[src/rtl/mips_pkg.sv]
// Shared types and constants for the mips32 front end: fetch FSM states,
// datapath word/address widths, default instruction memory depth.
package mips_pkg;

  localparam int WORD_W     = 32;
  localparam int ADDR_W     = 18;
  localparam int IMEM_DEPTH = 28;

  localparam logic [WORD_W-1:0] NOP = 32'h0000_0000;

  typedef enum logic [1:0] {
    IDLE = 2'd0,
    RUN  = 2'd1,
    DONE = 2'd2
  } fetch_state_t;

endpackage

[src/rtl/instr_fetch_if.sv]
// Program-load, instruction-delivery and redirect signals between the fetch
// stage and its neighbours. master = fetch stage, slave = loader/datapath.
interface instr_fetch_if #(
  parameter int AW = mips_pkg::ADDR_W
);
  import mips_pkg::*;

  logic              load_valid;
  logic [WORD_W-1:0] load_data;
  logic              load_ready;

  logic [WORD_W-1:0] instr;
  logic [AW-1:0]     pc;
  logic              instr_valid;
  logic              instr_ready;

  logic              redirect_valid;
  logic [AW-1:0]     redirect_target;

  modport master (
    input  load_valid, load_data, instr_ready, redirect_valid, redirect_target,
    output load_ready, instr, pc, instr_valid
  );

  modport slave (
    output load_valid, load_data, instr_ready, redirect_valid, redirect_target,
    input  load_ready, instr, pc, instr_valid
  );

endinterface

[src/rtl/imem_array.sv]
// DEPTH x WORD_W program store: one synchronous write port, one
// asynchronous read port. Reads past DEPTH return NOP.
module imem_array
  import mips_pkg::*;
#(
  parameter int DEPTH  = IMEM_DEPTH,
  parameter int WORD_W = mips_pkg::WORD_W
) (
  input  logic                     clock,
  input  logic                     we,
  input  logic [$clog2(DEPTH)-1:0] waddr,
  input  logic [WORD_W-1:0]        wdata,
  input  logic [$clog2(DEPTH)-1:0] raddr,
  output logic [WORD_W-1:0]        rdata
);

  localparam int AIW = $clog2(DEPTH);

  logic [WORD_W-1:0] mem [DEPTH];

  // write port; contents are never cleared, the fetch stage's word count
  // decides which entries are live
  always_ff @(posedge clock) begin
    if (we) mem[waddr] <= wdata;
  end

  assign rdata = ({1'b0, raddr} < (AIW+1)'(DEPTH)) ? mem[raddr] : WORD_W'(NOP);

endmodule

[src/rtl/instr_fetch.sv]
// Instruction fetch stage ahead of the mips32 datapath. Loads a program in
// IDLE, then streams it out one instruction per handshake, following
// branch/jump redirects, and reports done when the PC runs off the end.
// Optional build macro INSTR_FETCH_ALIGN_CHECK_EN: a redirect with
// target[1:0] != 0 raises fault and ends the run; without it the low bits
// are dropped and fault stays 0.
module instr_fetch
  import mips_pkg::*;
#(
  parameter int DEPTH = IMEM_DEPTH,
  parameter int AW    = ADDR_W
) (
  input  logic          clock,
  input  logic          reset,
  input  logic          start,
  output logic          busy,
  output logic          done,
  output logic          fault,
  instr_fetch_if.master bus
);

  localparam int AIW = $clog2(DEPTH);
  localparam int CW  = $clog2(DEPTH + 1);

  fetch_state_t      state;
  logic [CW-1:0]     count;
  logic [AW-1:0]     pc_next;
  logic [WORD_W-1:0] instr_r;
  logic [AW-1:0]     pc_r;
  logic              vld_r;

  logic              load_fire;
  logic              fetch_ok;
  logic              nonempty;
  logic [AW:0]       end_addr;
  logic [AIW-1:0]    raddr;
  logic [WORD_W-1:0] rdata;
  logic [WORD_W-1:0] word0;

  assign bus.load_ready  = (state == IDLE) && (count < CW'(DEPTH));
  assign bus.instr       = instr_r;
  assign bus.pc          = pc_r;
  assign bus.instr_valid = vld_r;
  assign busy            = (state == RUN);

  assign load_fire = bus.load_valid && bus.load_ready;

  // byte address one past the last loaded word
  assign end_addr = (AW+1)'({count, 2'b00});
  assign fetch_ok = {1'b0, pc_next} < end_addr;

  // outside RUN the read port sits on word 0 so a start can issue it at once
  assign raddr = (state == RUN) ? pc_next[AIW+1:2] : '0;

  // a word loaded in the start cycle into an empty memory is word 0 itself
  assign word0    = (load_fire && count == '0) ? bus.load_data : rdata;
  assign nonempty = (count != '0) || load_fire;

`ifndef INSTR_FETCH_ALIGN_CHECK_EN
  logic unused_tgt_lsb;
  assign unused_tgt_lsb = ^bus.redirect_target[1:0];
`endif

  imem_array #(
    .DEPTH  (DEPTH),
    .WORD_W (WORD_W)
  ) u_imem (
    .clock (clock),
    .we    (load_fire),
    .waddr (count[AIW-1:0]),
    .wdata (bus.load_data),
    .raddr (raddr),
    .rdata (rdata)
  );

  // fetch FSM: load/start in IDLE, stream + redirect in RUN, restart from DONE
  always_ff @(posedge clock) begin
    if (reset) begin
      state   <= IDLE;
      count   <= '0;
      pc_next <= '0;
      instr_r <= NOP;
      pc_r    <= '0;
      vld_r   <= 1'b0;
      done    <= 1'b0;
      fault   <= 1'b0;
    end else begin
      case (state)
        IDLE: begin
          if (load_fire) count <= count + CW'(1);
          if (start) begin
            fault <= 1'b0;
            if (nonempty) begin
              state   <= RUN;
              instr_r <= word0;
              pc_r    <= '0;
              vld_r   <= 1'b1;
              pc_next <= AW'(4);
            end else begin
              state <= DONE;
              done  <= 1'b1;
            end
          end
        end

        RUN: begin
          if (bus.redirect_valid) begin
            // flush; a handshake in this cycle counts as consumed
            vld_r   <= 1'b0;
            pc_next <= {bus.redirect_target[AW-1:2], 2'b00};
`ifdef INSTR_FETCH_ALIGN_CHECK_EN
            if (bus.redirect_target[1:0] != 2'b00) begin
              fault <= 1'b1;
              done  <= 1'b1;
              state <= DONE;
            end
`endif
          end else if (!vld_r || bus.instr_ready) begin
            if (fetch_ok) begin
              instr_r <= rdata;
              pc_r    <= pc_next;
              vld_r   <= 1'b1;
              pc_next <= pc_next + AW'(4);
            end else begin
              vld_r <= 1'b0;
              done  <= 1'b1;
              state <= DONE;
            end
          end
        end

        DONE: begin
          if (start) begin
            fault <= 1'b0;
            if (count != '0) begin
              done    <= 1'b0;
              state   <= RUN;
              instr_r <= word0;
              pc_r    <= '0;
              vld_r   <= 1'b1;
              pc_next <= AW'(4);
            end
          end
        end

        default: state <= IDLE;
      endcase
    end
  end

endmodule
[src/flat_wrapper.sv]
// flat-port wrapper written by rule: the top's interface ports become plain ports
module instr_fetch_flat import mips_pkg::*;
#(
  parameter int DEPTH = IMEM_DEPTH,
  parameter int AW    = ADDR_W
)
  (clock, reset, start, busy, done, fault, bus_load_valid, bus_load_data, bus_instr_ready, bus_redirect_valid, bus_redirect_target, bus_load_ready, bus_instr, bus_pc, bus_instr_valid);
  instr_fetch_if #(.AW(AW)) bus_i ();
  input  logic clock;
  input  logic reset;
  input  logic start;
  output logic busy;
  output logic done;
  output logic fault;
  input wire logic [$bits(bus_i.load_valid)-1:0] bus_load_valid;
  input wire logic [$bits(bus_i.load_data)-1:0] bus_load_data;
  input wire logic [$bits(bus_i.instr_ready)-1:0] bus_instr_ready;
  input wire logic [$bits(bus_i.redirect_valid)-1:0] bus_redirect_valid;
  input wire logic [$bits(bus_i.redirect_target)-1:0] bus_redirect_target;
  output wire logic [$bits(bus_i.load_ready)-1:0] bus_load_ready;
  output wire logic [$bits(bus_i.instr)-1:0] bus_instr;
  output wire logic [$bits(bus_i.pc)-1:0] bus_pc;
  output wire logic [$bits(bus_i.instr_valid)-1:0] bus_instr_valid;
  assign bus_i.load_valid = bus_load_valid;
  assign bus_i.load_data = bus_load_data;
  assign bus_i.instr_ready = bus_instr_ready;
  assign bus_i.redirect_valid = bus_redirect_valid;
  assign bus_i.redirect_target = bus_redirect_target;
  assign bus_load_ready = bus_i.load_ready;
  assign bus_instr = bus_i.instr;
  assign bus_pc = bus_i.pc;
  assign bus_instr_valid = bus_i.instr_valid;
  instr_fetch #(.DEPTH(DEPTH), .AW(AW)) u_core (.clock(clock), .reset(reset), .start(start), .busy(busy), .done(done), .fault(fault), .bus(bus_i));
endmodule
[config.mk]
export PLATFORM = sky130hd
export DESIGN_NAME = instr_fetch_flat
export DESIGN_NICKNAME = d
export VERILOG_FILES = /design/src/rtl/mips_pkg.sv /design/src/rtl/instr_fetch_if.sv /design/src/rtl/imem_array.sv /design/src/rtl/instr_fetch.sv /design/src/flat_wrapper.sv
export SDC_FILE = /design/constraint.sdc
export NUM_CORES = 1
export LEC_CHECK = 0
export ABC_AREA = 1
export BUFFER_PORTS_ARGS = -buffer_cell sky130_fd_sc_hd__buf_2
export CAP_MARGIN = 20
export CORE_UTILIZATION = 45
export CTS_BUF_LIST = sky130_fd_sc_hd__clkbuf_16
export CTS_CLUSTER_SIZE = 28
export DETAILED_ROUTE_END_ITERATION = 7
export MAX_ROUTING_LAYER = met4
export PLACE_DENSITY = 0.65
export SETUP_SLACK_MARGIN = 0.3
export SLEW_MARGIN = 20
export SYNTH_ARGS = -nofsm -noshare
export SYNTH_HDL_FRONTEND = slang
export SYNTH_SLANG_ARGS = --single-unit
[constraint.sdc]
create_clock -name clock -period 4.7 [get_ports clock]
set_input_delay 0 -clock clock [delete_from_list [all_inputs] [get_ports clock]]
set_output_delay 0 -clock clock [all_outputs]
set_load 0.1 [all_outputs]
==> results.json, run 1 <==
{
  "worstHoldPathType": "in -> reg",
  "final_core_util_pct": 52.1,
  "first_global_vias": 27500,
  "finalCritPeriodShare_pct": 79.8,
  "ys_ff_latch": 970,
  "ctsResizeCount": 0,
  "hold_viol": 0,
  "pwr-share-comb_pct": 27.8,
  "place_congestion": 0.864,
  "drive_gt1_share_pct": 9.36,
  "start_util_pct": 45.6,
  "hpwl_um": 59900,
  "setup_tns_ns": 0,
  "avgSynthCellArea_um2": 10.6,
  "whs_ns": 0.213,
  "ys_async_sr_fraction_pct": 0,
  "drv_slew": 0,
  "crit_fanout": 140,
  "worstSetupStartpoint": "u_core.pc_next[2]",
  "synth_warnings": 0,
  "synth_area_leaders": "edfxtp_1 65%, nand2_1 9.6%, nand3_1 8.5%",
  "multi_input_area_um2": 10900,
  "worst_pin_slew_ns": 1.19,
  "status": "complete, no violations",
  "syn_inst": 3885,
  "fill_cells": 7708,
  "drtPass1Iterations": 7,
  "synthFlopType": "edfxtp_1",
  "swShare_pct": 36.0,
  "hold_start": "bus_instr_ready",
  "postPlaceCellArea_um2": 43100,
  "grt_max_degree": 169,
  "layout.nets": 4040,
  "p_switching_mw": 9.06,
  "cp_top_family": "buffers and inverters",
  "synthesis.nets": 3950,
  "max_freq_mhz": 267,
  "critPathLaunchType": "flop",
  "htree_levels": 3,
  "clkPwrFrac_pct": 31.7,
  "worstRegToRegCells": 13,
  "cts_setup_buffers": 0,
  "num_rows": 110,
  "antenna_left": 0,
  "r2r-end": "u_core.pc_next[11]",
  "rsz0062_at_grt": "false",
  "cp_slowest_stage_delay_ns": 0.60,
  "yosys-top-cells-count": "1,059 x nand2_1, 896 x edfxtp_1, 698 x nand3_1, 326 x nor2_1, 226 x inv_1",
  "vias_per_cell": 5.63,
  "seqPwrFrac_pct": 40.5,
  "cp-end-kind": "flop",
  "crit_top_cell": "nand2_1",
  "r2r_slack_ns": 0.95,
  "regArea_um2": 28400,
  "wl_per_cell_um": 22.3,
  "ys_types": 33,
  "pwr_density_cell_nw_per_um2": 534,
  "grt_usage_pct": 25.7,
  "die-area_um2": 92800,
  "antenna_found_initial": 5,
  "ir_drop_mv": 0.455,
  "die_y_um": 305,
  "num_io_pins": 111,
  "finClkSkew_ns": 0.0165,
  "synth_edf_count": 896,
  "die_x_um": 305,
  "path_clk_slew_ns": 0.06,
  "yosys.cell_count.top_type": "nand2_1",
  "cp_slowest_cell": "dfxtp_4",
  "finish.instance_area_um2": 47100,
  "clockBufferDepth": 3,
  "hold_path_depth": 8,
  "cts.sinks": 970,
  "arrival_ns": 4.35,
  "grt_pass1_wl_um": 174000,
  "grt-ovfl-total": 0,
  "cts_tree": "done",
  "routed_wl_um": 117000,
  "drcViolationCount": 0,
  "syn_area_um2": 41200,
  "setup_viol": 0,
  "cts_buffers": 98,
  "drt-initial-drc-count": 3236,
  "r2r-start": "u_core.pc_next[2]",
  "cts_root_buffer": "clkbuf_16",
  "synth_top_area_share_pct": 65.3,
  "cp.buffers_inverters": 3,
  "worstPathCellList": "buf_12 -> nand3_1 -> nor3_1 -> nand3_1 -> nand2_1 -> nand2_1 -> nand2_1 -> nand3_1 -> dlygate4sd3_1 -> nand2_1 -> nand2_1 -> dlygate4sd3_1 -> nor2_1",
  "leakage_nw": 17.9,
  "min_period_ns": 3.75,
  "core_um2": 90300,
  "yosys.area.top_type": "edfxtp_1",
  "yosysSeqAreaShare_pct": 68.9,
  "vias": 29500,
  "worstSetupPathType": "reg -> reg",
  "worstPathRequired_ns": 5.30,
  "syn_to_final_growth_pct": 14.2,
  "internal-power_mw": 16.1,
  "whs_endpoint": "u_core.bus.instr_valid",
  "io_buffers": 107,
  "insertion_delay_ns": 0.66,
  "slew-limit-headroom_pct": 20.3,
  "cap_violations": 0
}
## cell usage in the layout, fill, tap and decap left out, types with 22 or more instances in the layout
master	instances
a21oi_1	103
buf_12	22
buf_2	107
buf_4	52
clkbuf_16	101
clkinv_1	22
dfxtp_1	72
dlygate4sd3_1	69
edfxtp_1	896
inv_1	249
nand2_1	1059
nand3_1	698
nand4_1	158
nor2_1	300
nor2_4	30
o21ai_0	29
## routing by layer
layer	vias up	track usage, %	wire [µm]
li1	13600	-	-
met1	14200	34.5	47900
met2	1425	39.8	54400
met3	244	4.28	10700
met4	0	8.41	3830
met5	-	-	0
## power groups by stage
stage	clock [mW]	sequential [mW]	combinational (mW)
6_report	7.96	10.2	7.00
5_1_grt	8.35	10.2	7.58
2_1_floorplan	0	10.9	4.21
3_5_place_dp	0	10.3	6.83
4_1_cts	8.02	10.2	6.94
3_3_place_gp	0	10.3	6.75
## cell type report
type / count / share of cell area [%]
Tap cell: 1176 / 3.13
Multi-Input combinational cell: 2416 / 23.3
Sequential cell: 970 / 60.3
Antenna cell: 4 / 0.0213
Clock inverter: 83 / 1.61
Clock buffer: 101 / 5.37
Inverter: 239 / 1.93
Timing Repair Buffer: 250 / 4.37
## through the flow
step	setup slack [ns]	power, mW	instances
6_report	0.950	25.1	5239
3_5_place_dp	1.40	17.2	4982
4_1_cts	1.04	25.1	5235
3_3_place_gp	1.41	17.1	4982
2_1_floorplan	0.714	15.1	3885
5_1_grt	0.676	26.1	5239
## worst reg2reg max path: cells and delay by family (launching register included)
family	cells	cell delay, ns
buffers and inverters	3	1.61
and+or+nand+nor	10	1.50
DFF	1	0.60
## sequential cells by signal, summed over array words and instances (netlist names)
signal,count
u_core.bus.instr,32
u_core.bus.instr_valid,1
u_core.bus.pc,17
u_core.count,5
u_core.done,1
u_core.pc_next,16
u_core.state,2
u_core.u_imem.mem,896
## cell families (layout without fill, tap and decap cells)
| kind of cell | after synthesis | in the layout | share of synthesized area [%] |
|---|---|---|---|
| buf+inv | 499 | 673 | 5.12 |
| other cells | 1 | 5 | 0.00910 |
| fa+ha+maj | 9 | 9 | 0.273 |
| simple gates | 2266 | 2266 | 23.9 |
| flops | 970 | 970 | 68.9 |
| compound gates | 140 | 140 | 1.78 |
## worst max-delay path by stage
stage	cells after the start	slack [ns]	endpoint
global placement	11	1.41	u_core.bus.instr[1]
floorplan	7	0.71	u_core.u_imem.mem[7][0]
CTS	13	1.04	u_core.pc_next[11]
finish	13	0.95	u_core.pc_next[11]
detailed placement	8	1.40	u_core.u_imem.mem[6][17]
global route	13	0.68	u_core.pc_next[11]
## timing repair
item | 4_1_cts | 5_1_grt
endpoints found under the hold margin | 963 | 0
setup endpoints to repair | 0 | 0
hold buffers | 69 | 0
No activity file was read; power rests on OpenSTA's default activity.
==> run 2, diff against run 1 <==
==> constraint.sdc (replaced) <==
create_clock -name clock -period 3.55 [get_ports clock]
set_input_delay 0 -clock clock [delete_from_list [all_inputs] [get_ports clock]]
set_output_delay 0 -clock clock [all_outputs]
set_load 0.1 [all_outputs]
==> run 2 against run 1 <==
- critical path depth unchanged
- global-route usage increased by 0.43 points
- non-clock buffer count increased by 27
- routed wire length increased by 0.94%
- design area about the same
- utilization about the same
- register-to-register slack got worse by 0.35 ns
- critical endpoint is now u_core.pc_next[16]
- largest cell class unchanged
- largest power group unchanged
==> results.json, run 2 (synthesis gave the netlist of run 1 again) <==
{
  "pwr-share-comb_pct": 29.1,
  "layout_commonest_cell": "nand2_1",
  "layout.nets": 4067,
  "worst_pin_slew_ns": 1.11,
  "drv_slew": 0,
  "die_y_um": 305,
  "vias_per_cell": 5.67,
  "start_util_pct": 45.6,
  "finish.instance_area_um2": 47100,
  "total_power_mw": 32.7,
  "dp.cells": 5012,
  "grt_usage_pct": 26.1,
  "max_freq_mhz": 339,
  "grt-ovfl-total": 0,
  "status": "complete, no violations",
  "cts.sinks": 970,
  "die_x_um": 305,
  "num_io_pins": 111,
  "antenna_found_initial": 3,
  "syn_to_final_growth_pct": 14.3,
  "max_flop_register": "u_core.u_imem.mem",
  "largest_register_ffs": 896,
  "slew-limit-headroom_pct": 26.3,
  "setup_viol": 0,
  "worstPathRequired_ns": 4.13,
  "cap_violations": 0,
  "worstHoldPathType": "in -> reg",
  "path_clk_slew_ns": 0.06,
  "layout.cells.non_filler": 5262,
  "seqPwrFrac_pct": 40.7,
  "drt-initial-drc-count": 3508,
  "finalCritPeriodShare_pct": 83.1,
  "cts_tree": "done",
  "arrival_ns": 3.53,
  "wl_per_cell_um": 22.4,
  "internal-power_mw": 20.7,
  "core_um2": 90300,
  "antenna_left": 0,
  "die-area_um2": 92800,
  "hold_start": "bus_redirect_target[4]",
  "hold_viol": 0,
  "grt_pass1_wl_um": 178000,
  "min_period_ns": 2.95,
  "routed_wl_um": 118000,
  "hpwl_um": 59200,
  "drtPass1Iterations": 6,
  "vias": 29800,
  "finClkSkew_ns": 0.0266,
  "rsz0062_at_grt": "false",
  "place_congestion": 0.852,
  "final_core_util_pct": 52.2,
  "r2r-start": "u_core.pc_next[2]",
  "worstSetupPathType": "reg -> reg",
  "cts_setup_buffers": 0,
  "htree_levels": 3,
  "drcViolationCount": 0,
  "num_rows": 110,
  "postPlaceCellArea_um2": 43400,
  "p_switching_mw": 11.9,
  "crit_fanout": 85,
  "clockBufferDepth": 3,
  "io_buffers": 107,
  "grt_max_degree": 173,
  "pwr_density_cell_nw_per_um2": 694,
  "worstSetupStartpoint": "u_core.pc_next[2]",
  "fill_cells": 7728,
  "insertion_delay_ns": 0.67,
  "cts_root_buffer": "clkbuf_16",
  "clkPwrFrac_pct": 30.2,
  "critPathLaunchType": "flop",
  "swShare_pct": 36.5,
  "first_global_vias": 28600,
  "final_cell_mix": "1,059 x nand2_1, 896 x edfxtp_1, 698 x nand3_1",
  "leakage_nw": 17.9,
  "drive_gt1_share_pct": 9.77,
  "ir_drop_mv": 0.728,
  "cts_buffers": 98,
  "cp-end-kind": "flop"
}
## run 2: repair_timing
action / in CTS / in global routing
hold buffers: 66 / 0
setup endpoints to repair: 0 / 3
resized for setup: 0 / 2
endpoints found under the hold margin: 964 / 0
## run 2: critical path: stages (launching register included)
cell           delay (ns)
dfxtp_4              0.41
clkbuf_8             0.53
ha_1                 0.27
nand2_1              0.11
nor2_1               0.22
nand2_1              0.10
nor2_1               0.14
nand4_1              0.10
nand3_1              0.10
nand2_1              0.05
dlygate4sd3_1        0.56
nand2_1              0.08
nand2_1              0.06
nor2_1               0.13
## run 2: path summary, 6_finish.rpt
path                   endpoint  slack [ns]  depth (start not counted)
min reg2reg   u_core.bus.pc[17]        0.44                          2
min           u_core.pc_next[4]        0.27                          5
max reg2reg  u_core.pc_next[16]        0.60                         13
max          u_core.pc_next[16]        0.60                         13
## run 2: final cells by class
type	instances	area, µm²	area share, %
diodes	2	5.00	0.0106
clock buffers	100	2500	5.31
clock inverters	82	546	1.16
inverters	239	907	1.93
multi-input cells	2416	10900	23.2
flip-flops and latches	970	28400	60.3
well taps	1176	1470	3.12
repair buffers	277	2320	4.93
## run 2: power by group through the flow
stage          sequential [mW]  clock, mW  combinational [mW]
4_1_cts                   13.3       9.95                9.41
6_report                  13.3       9.87                9.50
2_1_floorplan             14.4          0                5.59
5_1_grt                   13.3       10.4                10.3
3_5_place_dp              13.5          0                9.28
3_3_place_gp              13.5          0                9.14
## run 2: per-stage QoR
stage / hold WS [ns] / setup WS [ns] / setup TNS [ns]
after CTS: 0.216 / 0.383 / 0
final: 0.272 / 0.599 / 0
after global routing: 0.300 / 0.330 / 0
after global placement: 0.256 / 0.890 / 0
after detailed placement: 0.257 / 0.874 / 0
after floorplan: 0.0691 / -0.436 / -27.89
## run 2: metal layers
layer	vias to the layer above	part of all wire [%]	global-route usage (%)
li1	13600	-	-
met4	0	2.8	8.32
met1	14500	41	35.7
met5	-	0	-
met3	233	9.2	3.35
met2	1483	47	40.7
